$ cat src/rtl/phy_tx_pkg.sv
// Shared constants for the phy_tx scheduler slice.
// Optional statistics counters are enabled with PHY_TX_SCHED_STATS_EN.
package phy_tx_pkg;

    localparam int LANE_W = 2;

    typedef logic [LANE_W-1:0] lane_t;

    localparam logic [1:0] ST_IDLE = 2'd0;
    localparam logic [1:0] ST_SYNC = 2'd1;
    localparam logic [1:0] ST_RUN  = 2'd2;

    localparam logic [7:0] COM_SYM = 8'hBC;

endpackage

$ cat src/rtl/phy_tx_scheduler_if.sv
// Lane/serializer bundle between the four byte lanes and the scheduler.
// Counter outputs exist only with PHY_TX_SCHED_STATS_EN defined.
interface phy_tx_scheduler_if;
    import phy_tx_pkg::*;

    logic       enable;
    logic       tx_ready;
    logic [7:0] data_in0;
    logic [7:0] data_in1;
    logic [7:0] data_in2;
    logic [7:0] data_in3;
    logic       valid0;
    logic       valid1;
    logic       valid2;
    logic       valid3;
    logic       pop0;
    logic       pop1;
    logic       pop2;
    logic       pop3;
    logic [7:0] data_out;
    logic       valid_out;
    lane_t      lane_id;
    logic       active;
`ifdef PHY_TX_SCHED_STATS_EN
    logic [15:0] grant_cnt0;
    logic [15:0] grant_cnt1;
    logic [15:0] grant_cnt2;
    logic [15:0] grant_cnt3;
    logic [15:0] idle_cnt;
`endif

    modport master (
        output enable, tx_ready,
        output data_in0, data_in1, data_in2, data_in3,
        output valid0, valid1, valid2, valid3,
        input  pop0, pop1, pop2, pop3,
        input  data_out, valid_out, lane_id, active
`ifdef PHY_TX_SCHED_STATS_EN
        , input grant_cnt0, grant_cnt1, grant_cnt2, grant_cnt3, idle_cnt
`endif
    );

    modport slave (
        input  enable, tx_ready,
        input  data_in0, data_in1, data_in2, data_in3,
        input  valid0, valid1, valid2, valid3,
        output pop0, pop1, pop2, pop3,
        output data_out, valid_out, lane_id, active
`ifdef PHY_TX_SCHED_STATS_EN
        , output grant_cnt0, grant_cnt1, grant_cnt2, grant_cnt3, idle_cnt
`endif
    );

endinterface

$ cat src/rtl/rr_arbiter4.sv
// Four-way round-robin arbiter: first requester at or after ptr wins.
// Purely combinational; en low suppresses every grant.
module rr_arbiter4
    import phy_tx_pkg::*;
(
    input  logic [3:0] req,
    input  lane_t      ptr,
    input  logic       en,
    output logic [3:0] grant,
    output lane_t      grant_idx
);

    logic  found;
    lane_t cand;

    // Walk lanes ptr, ptr+1, ... (mod 4) and take the first request.
    always_comb begin
        grant     = '0;
        grant_idx = '0;
        found     = 1'b0;
        cand      = '0;
        for (int i = 0; i < 4; i++) begin
            cand = ptr + lane_t'(i);
            if (en && !found && req[cand]) begin
                found       = 1'b1;
                grant[cand] = 1'b1;
                grant_idx   = cand;
            end
        end
    end

endmodule

$ cat src/rtl/phy_tx_scheduler.sv
// Round-robin byte scheduler with COM-symbol link sync and idle fill.
// Define PHY_TX_SCHED_STATS_EN to add per-lane grant and idle counters.
module phy_tx_scheduler
    import phy_tx_pkg::*;
#(
    parameter int SYNC_CYCLES = 4
) (
    input logic               clk_4f,
    input logic               reset,
    phy_tx_scheduler_if.slave bus
);

    logic [1:0] state_q, state_d;
    lane_t      ptr_q, ptr_d;
    logic [7:0] sync_cnt_q, sync_cnt_d;
    logic [7:0] data_out_q, data_out_d;
    logic       valid_out_q, valid_out_d;
    lane_t      lane_id_q, lane_id_d;
    logic       active_q, active_d;

    logic [3:0] req;
    logic [3:0] grant;
    lane_t      gidx;
    logic       arb_en;
    logic [7:0] lane_data;

    assign req    = {bus.valid3, bus.valid2, bus.valid1, bus.valid0};
    assign arb_en = bus.enable && bus.tx_ready && (state_q == ST_RUN);

    rr_arbiter4 u_arb (
        .req       (req),
        .ptr       (ptr_q),
        .en        (arb_en),
        .grant     (grant),
        .grant_idx (gidx)
    );

    assign bus.pop0 = grant[0];
    assign bus.pop1 = grant[1];
    assign bus.pop2 = grant[2];
    assign bus.pop3 = grant[3];

    assign bus.data_out  = data_out_q;
    assign bus.valid_out = valid_out_q;
    assign bus.lane_id   = lane_id_q;
    assign bus.active    = active_q;

    // Select the byte of the granted lane.
    always_comb begin
        lane_data = bus.data_in0;
        case (gidx)
            2'd1:    lane_data = bus.data_in1;
            2'd2:    lane_data = bus.data_in2;
            2'd3:    lane_data = bus.data_in3;
            default: lane_data = bus.data_in0;
        endcase
    end

    // Link FSM and next value of the serializer output registers.
    always_comb begin
        state_d     = state_q;
        ptr_d       = ptr_q;
        sync_cnt_d  = sync_cnt_q;
        data_out_d  = data_out_q;
        valid_out_d = valid_out_q;
        lane_id_d   = lane_id_q;
        active_d    = active_q;
        if (!bus.enable) begin
            state_d     = ST_IDLE;
            ptr_d       = '0;
            sync_cnt_d  = '0;
            data_out_d  = COM_SYM;
            valid_out_d = 1'b0;
            lane_id_d   = '0;
            active_d    = 1'b0;
        end else begin
            case (state_q)
                ST_IDLE: begin
                    state_d     = ST_SYNC;
                    sync_cnt_d  = '0;
                    data_out_d  = COM_SYM;
                    valid_out_d = 1'b0;
                    lane_id_d   = '0;
                end
                ST_SYNC: begin
                    if (bus.tx_ready) begin
                        data_out_d  = COM_SYM;
                        valid_out_d = 1'b0;
                        lane_id_d   = '0;
                        if (sync_cnt_q == 8'(SYNC_CYCLES - 1)) begin
                            state_d    = ST_RUN;
                            sync_cnt_d = '0;
                            active_d   = 1'b1;
                        end else begin
                            sync_cnt_d = sync_cnt_q + 8'd1;
                        end
                    end
                end
                ST_RUN: begin
                    if (bus.tx_ready) begin
                        if (|grant) begin
                            data_out_d  = lane_data;
                            valid_out_d = 1'b1;
                            lane_id_d   = gidx;
                            ptr_d       = gidx + lane_t'(1);
                        end else begin
                            data_out_d  = COM_SYM;
                            valid_out_d = 1'b0;
                            lane_id_d   = '0;
                        end
                    end
                end
                default: begin
                    state_d = ST_IDLE;
                end
            endcase
        end
    end

    // State and output registers.
    always_ff @(posedge clk_4f or negedge reset) begin
        if (!reset) begin
            state_q     <= ST_IDLE;
            ptr_q       <= '0;
            sync_cnt_q  <= '0;
            data_out_q  <= COM_SYM;
            valid_out_q <= 1'b0;
            lane_id_q   <= '0;
            active_q    <= 1'b0;
        end else begin
            state_q     <= state_d;
            ptr_q       <= ptr_d;
            sync_cnt_q  <= sync_cnt_d;
            data_out_q  <= data_out_d;
            valid_out_q <= valid_out_d;
            lane_id_q   <= lane_id_d;
            active_q    <= active_d;
        end
    end

`ifdef PHY_TX_SCHED_STATS_EN
    logic [15:0] grant_cnt_q [4];
    logic [15:0] grant_cnt_d [4];
    logic [15:0] idle_cnt_q, idle_cnt_d;

    assign bus.grant_cnt0 = grant_cnt_q[0];
    assign bus.grant_cnt1 = grant_cnt_q[1];
    assign bus.grant_cnt2 = grant_cnt_q[2];
    assign bus.grant_cnt3 = grant_cnt_q[3];
    assign bus.idle_cnt   = idle_cnt_q;

    // Count pops per lane and COM fills in RUN; disable clears all.
    always_comb begin
        for (int i = 0; i < 4; i++) begin
            grant_cnt_d[i] = grant_cnt_q[i];
            if (!bus.enable) begin
                grant_cnt_d[i] = '0;
            end else if (grant[i]) begin
                grant_cnt_d[i] = grant_cnt_q[i] + 16'd1;
            end
        end
        idle_cnt_d = idle_cnt_q;
        if (!bus.enable) begin
            idle_cnt_d = '0;
        end else if (arb_en && !(|grant)) begin
            idle_cnt_d = idle_cnt_q + 16'd1;
        end
    end

    // Statistics registers.
    always_ff @(posedge clk_4f or negedge reset) begin
        if (!reset) begin
            for (int i = 0; i < 4; i++) begin
                grant_cnt_q[i] <= '0;
            end
            idle_cnt_q <= '0;
        end else begin
            for (int i = 0; i < 4; i++) begin
                grant_cnt_q[i] <= grant_cnt_d[i];
            end
            idle_cnt_q <= idle_cnt_d;
        end
    end
`endif

endmodule

$ cat src/flat_wrapper.sv
// flat-port wrapper written by rule: the top's interface ports become plain ports
module phy_tx_scheduler_flat import phy_tx_pkg::*;
#(
    parameter int SYNC_CYCLES = 4
)
  (clk_4f, reset, bus_enable, bus_tx_ready, bus_data_in0, bus_data_in1, bus_data_in2, bus_data_in3, bus_valid0, bus_valid1, bus_valid2, bus_valid3, bus_pop0, bus_pop1, bus_pop2, bus_pop3, bus_data_out, bus_valid_out, bus_lane_id, bus_active);
  phy_tx_scheduler_if bus_i ();
  input logic clk_4f;
  input logic reset;
  input wire logic [$bits(bus_i.enable)-1:0] bus_enable;
  input wire logic [$bits(bus_i.tx_ready)-1:0] bus_tx_ready;
  input wire logic [$bits(bus_i.data_in0)-1:0] bus_data_in0;
  input wire logic [$bits(bus_i.data_in1)-1:0] bus_data_in1;
  input wire logic [$bits(bus_i.data_in2)-1:0] bus_data_in2;
  input wire logic [$bits(bus_i.data_in3)-1:0] bus_data_in3;
  input wire logic [$bits(bus_i.valid0)-1:0] bus_valid0;
  input wire logic [$bits(bus_i.valid1)-1:0] bus_valid1;
  input wire logic [$bits(bus_i.valid2)-1:0] bus_valid2;
  input wire logic [$bits(bus_i.valid3)-1:0] bus_valid3;
  output wire logic [$bits(bus_i.pop0)-1:0] bus_pop0;
  output wire logic [$bits(bus_i.pop1)-1:0] bus_pop1;
  output wire logic [$bits(bus_i.pop2)-1:0] bus_pop2;
  output wire logic [$bits(bus_i.pop3)-1:0] bus_pop3;
  output wire logic [$bits(bus_i.data_out)-1:0] bus_data_out;
  output wire logic [$bits(bus_i.valid_out)-1:0] bus_valid_out;
  output wire logic [$bits(bus_i.lane_id)-1:0] bus_lane_id;
  output wire logic [$bits(bus_i.active)-1:0] bus_active;
  assign bus_i.enable = bus_enable;
  assign bus_i.tx_ready = bus_tx_ready;
  assign bus_i.data_in0 = bus_data_in0;
  assign bus_i.data_in1 = bus_data_in1;
  assign bus_i.data_in2 = bus_data_in2;
  assign bus_i.data_in3 = bus_data_in3;
  assign bus_i.valid0 = bus_valid0;
  assign bus_i.valid1 = bus_valid1;
  assign bus_i.valid2 = bus_valid2;
  assign bus_i.valid3 = bus_valid3;
  assign bus_pop0 = bus_i.pop0;
  assign bus_pop1 = bus_i.pop1;
  assign bus_pop2 = bus_i.pop2;
  assign bus_pop3 = bus_i.pop3;
  assign bus_data_out = bus_i.data_out;
  assign bus_valid_out = bus_i.valid_out;
  assign bus_lane_id = bus_i.lane_id;
  assign bus_active = bus_i.active;
  phy_tx_scheduler #(.SYNC_CYCLES(SYNC_CYCLES)) u_core (.clk_4f(clk_4f), .reset(reset), .bus(bus_i));
endmodule
$ cat config.mk
export PLATFORM = sky130hd
export DESIGN_NAME = phy_tx_scheduler_flat
export DESIGN_NICKNAME = d
export VERILOG_FILES = /design/src/rtl/phy_tx_pkg.sv /design/src/rtl/phy_tx_scheduler_if.sv /design/src/rtl/rr_arbiter4.sv /design/src/rtl/phy_tx_scheduler.sv /design/src/flat_wrapper.sv
export SDC_FILE = /design/constraint.sdc
export NUM_CORES = 1
export LEC_CHECK = 0
export BUFFER_PORTS_ARGS = -buffer_cell sky130_fd_sc_hd__buf_2
export CORE_MARGIN = 2
export CORE_UTILIZATION = 45
export DETAILED_ROUTE_END_ITERATION = 16
export PLACE_DENSITY = 0.83
export SYNTH_ARGS = -nofsm -noshare
export SYNTH_HDL_FRONTEND = slang
export SYNTH_SLANG_ARGS = --single-unit
$ cat constraint.sdc
create_clock -name clk_4f -period 3.26 [get_ports clk_4f]
set_clock_uncertainty 0.15 [all_clocks]
set_input_delay 0.326 -clock clk_4f [delete_from_list [all_inputs] [get_ports clk_4f]]
set_output_delay 0.326 -clock clk_4f [all_outputs]
set_load 0.02 [all_outputs]
==> summary.md <==
| Metric | Value |
|---|---|
| Outcome | `finished clean` |
| Min-delay src | `bus_tx_ready` |
| Iter 0 DRT Violations | `119` |
| Async SR Flop Fraction | `100.0%` |
| Mux contribution to synthesized area | `18.80%` |
| GRT Overall Usage | `between 10% and 20%` |
| Hold_buf cts | `1` |
| Die span in y | `69.61 um` |
| Final setup vio count | `0` |
| Worst R2R Setup Slack | `0.22 ns` |
| Vias in the first global route | `between 1.5k and 2k` |
| Vias per std cell | `5.734` |
| Nets@finish | `310` |
| Min Clock Period, post-route | `between 3 and 4 ns` |
| Cell row count | `23` |
| Post-Syn Nets | `254` |
| Peak VDD IR | `about 160 uV` |
| Hold Path Cell Cnt | `2` |
| Bufs on Longest Clock Path | `2` |
| Clock Sinks | `24` |
| Required time worst endpoint | `3.31 ns` |
| CTS tree | `yes` |
| R2r worst-path depth | `9` |
| Largest cells by area after synthesis | `dfrtp_1 (25%), mux2i_1 (12%), dfstp_2 (6.8%)` |
| Die width | `69.61 um` |
| Die area | `4845 um^2` |
| RSZ-0062 raised after global routing | `false` |
| Post-synth EDFFs | `0` |
| WL/cell | `~14 um` |
| Inserted Clock Buffers | `3` |
| Initial antenna violation count | `0` |
| Worst Setup Path Type | `reg -> reg` |
| Flops & latches, synth | `24` |
| Critical Path Fanout Max | `9` |
| Main synth FF type | `dfrtp_1` |
| Area Growth Syn to Fin | `20.87%` |
| Final wirelength | `between 4000 and 5000 um` |
| N_diodes | `0` |
| Setup bufs post-CTS | `0` |
| F_max | `between 0.3 and 0.4 GHz` |
| Post-synth top area cell | `dfrtp_1` |
| Slew Limit Fails | `0` |
| DRC violations left | `0` |
| DR pass1 iterations | `4` |
| Port bufs | `55` |
| Cell variety after synth | `47` |
| Worst-Margin Slew | `0.5091 ns` |
| Initial core utilization | `47.73%` |
| Gpl congestion | `a little under 0.9` |
| Period utilization | `93.14%` |
| Worst Hold End | `u_core.state_q[0]$_DFFE_PN0P_` |
| Synthesized instance count | `207` |
| Clock slew at reported path FFs | `roughly 0.080 ns` |
| Worst Setup Slack, final | `approximately 0.22 ns` |
| Reg2Reg Launch Point | `u_core.ptr_q[0]$_DFFE_PN0P_` |
| Setup TNS | `0 ns` |
| Crit start category | `register` |
| Core ar. | `4058 um^2` |
| Post_cts resized | `0` |
| Ports placed on the boundary | `56` |
| Largest net degree at the start of global routing | `25` |
| P_leak | `1.210 nW` |
| Syn_area_per_cell | `9.357 um^2` |
| Warning count from the yosys run | `0` |
| Post-synthesis simple-gate area fraction | `19.32%` |
| Max Cap Viol | `0` |
| Power per cell area | `274.4 nW/um^2` |
| Tot Pwr | `0.0006425 W` |
| CP Data Arrival Time | `3.08 ns` |
| H-Tree Depth | `1` |
| Worst slack at placement | `0.2571 ns` |
| Layout cell share with drive strength beyond 1 | `~33%` |
| Final Hold Viols | `0` |
| Post-synthesis sequential area ratio | `31.33%` |
| Final HPWL DP | `3392 um` |
| Detail Route Antenna Nets | `0` |
| Post-synthesis compound-gate area fraction | `approximately 17%` |
| Via Count | `1789` |
| Clock root buffer | `clkbuf_8` |
| XOR/XNOR Fraction of Synth Area | `3.165%` |
| Post-synth top area share | `24.55%` |
| FF-to-FF End | `u_core.bus.data_out[7]$_DFFE_PN1P_` |
| Total grt overflow | `0` |
| CP Capture Type | `register` |
| First-pass GRT wire length | `7389 um` |
| Slew headroom | `65.83%` |
| Min-delay worst type | `in -> reg` |
| Combinational family with the most area after synthesis | `simple AND/OR/NAND/NOR gates` |
| Post-synthesis cell area | `1937 um^2` |
| Hold slack | `0.2418 ns` |
| Adder-cell share of the synthesized area | `4.522%` |
| Worst-Skew Late Latency | `0.26 ns` |
| Critical Path Start | `u_core.ptr_q[0]$_DFFE_PN0P_` |
## kinds of logic (layout without fill, tap and decap cells)
logic type / Yosys count / count (layout)
mux: 32 / 32
buf+inv: 22 / 77
simple gates: 72 / 72
xor+xnor: 7 / 7
fa+ha+maj: 7 / 7
compound gates: 43 / 43
flops: 24 / 24
## worst max-delay path by stage
stage                                               to  slack, ns  cells after the start
floorplan           u_core.bus.data_out[7]$_DFFE_PN1P_      0.005                     13
global placement    u_core.bus.data_out[7]$_DFFE_PN1P_       0.31                      9
detailed placement   u_core.bus.lane_id[0]$_DFFE_PN0P_       0.26                      9
CTS                 u_core.bus.data_out[7]$_DFFE_PN1P_       0.24                      9
global route        u_core.bus.data_out[7]$_DFFE_PN1P_       0.07                      9
finish              u_core.bus.data_out[7]$_DFFE_PN1P_       0.22                      9
## area by class of cell
cell class	count	area, um^2
Inverter	11	41.29
Multi-Input combinational cell	161	1229
Tap cell	50	62.56
Timing Repair Buffer	62	330.3
Fill cell	330	1717
Sequential cell	24	606.8
Clock buffer	3	41.29
Clock inverter	1	30.03
## critical path: stages (launching register included)
cell and delay [ns]:
dfrtp_1 0.36, inv_2 0.09, ha_1 0.50, mux2_2 0.43, nand4_1 0.11, nand3_1 0.08
a221o_1 0.33, or4_4 0.62, o22ai_1 0.18, o21bai_1 0.12
## sequential cells by signal, summed over array words and instances, names as in the netlist
name	cells
u_core.bus.valid_out	1
u_core.bus.lane_id	2
u_core.bus.active	1
u_core.sync_cnt_q	8
u_core.ptr_q	2
u_core.state_q	2
u_core.bus.data_out	8
## placed cells by master, fill, tap and decap left out, types with 2 or more instances in the layout
master,instances
mux2i_1,24
nor4_1,2
dfstp_2,5
nor2_1,17
ha_1,7
a211o_1,3
o22a_1,3
nand3_1,9
nand4_1,10
a21oi_1,4
buf_2,55
a22o_1,2
clkbuf_8,3
o21ai_0,4
o22ai_1,3
o32ai_1,2
nor2b_1,4
o221ai_1,2
xor2_1,5
and3_1,6
mux2_2,5
dfrtp_1,19
nand2_1,16
a311oi_1,2
buf_4,6
a221o_1,4
inv_2,2
a21o_1,5
xnor2_1,2
inv_1,9
mux4_2,3
and4_1,2
## stage by stage
step / instance area, um^2 / std cells / util, %
after detailed placement: 2260 / 307 / 55.69
final: 2341 / 312 / 57.69
after CTS: 2341 / 312 / 57.69
after floorplan: 1942 / 207 / -
after global routing: 2341 / 312 / 57.69
after global placement: 2260 / 307 / 55.69
## report_power, final
group	switching (W)	internal, W
logic	0.0000439	0.0000383
clock network	0.0000941	0.000164
registers	0.00000238	0.000300
## cell usage after synthesis, types with 4 or more instances
| cell type | number |
|---|---|
| nor2b_1 | 4 |
| mux2i_1 | 24 |
| ha_1 | 7 |
| a221o_1 | 4 |
| nor2_1 | 17 |
| and3_1 | 6 |
| buf_2 | 4 |
| o21ai_0 | 4 |
| nand3_1 | 9 |
| a21o_1 | 5 |
| nand4_1 | 10 |
| inv_1 | 10 |
| a21oi_1 | 4 |
| nand2_1 | 16 |
| dfstp_2 | 5 |
| dfrtp_1 | 19 |
| xor2_1 | 5 |
| mux2_2 | 5 |
## per-layer routing
metal | share of wire [%] | GRT usage [%] | vias up | wire (um)
met4 | 0.76 | 4.139 | 0 | 33
met1 | 46 | 24.77 | 827 | 1987
met3 | 5.8 | 3.052 | 4 | 254
met2 | 48 | 29.91 | 72 | 2069
li1 | - | - | 886 | -
met5 | 0 | 0 | - | 0
Note: power is estimated with default switching activity, not from simulation.
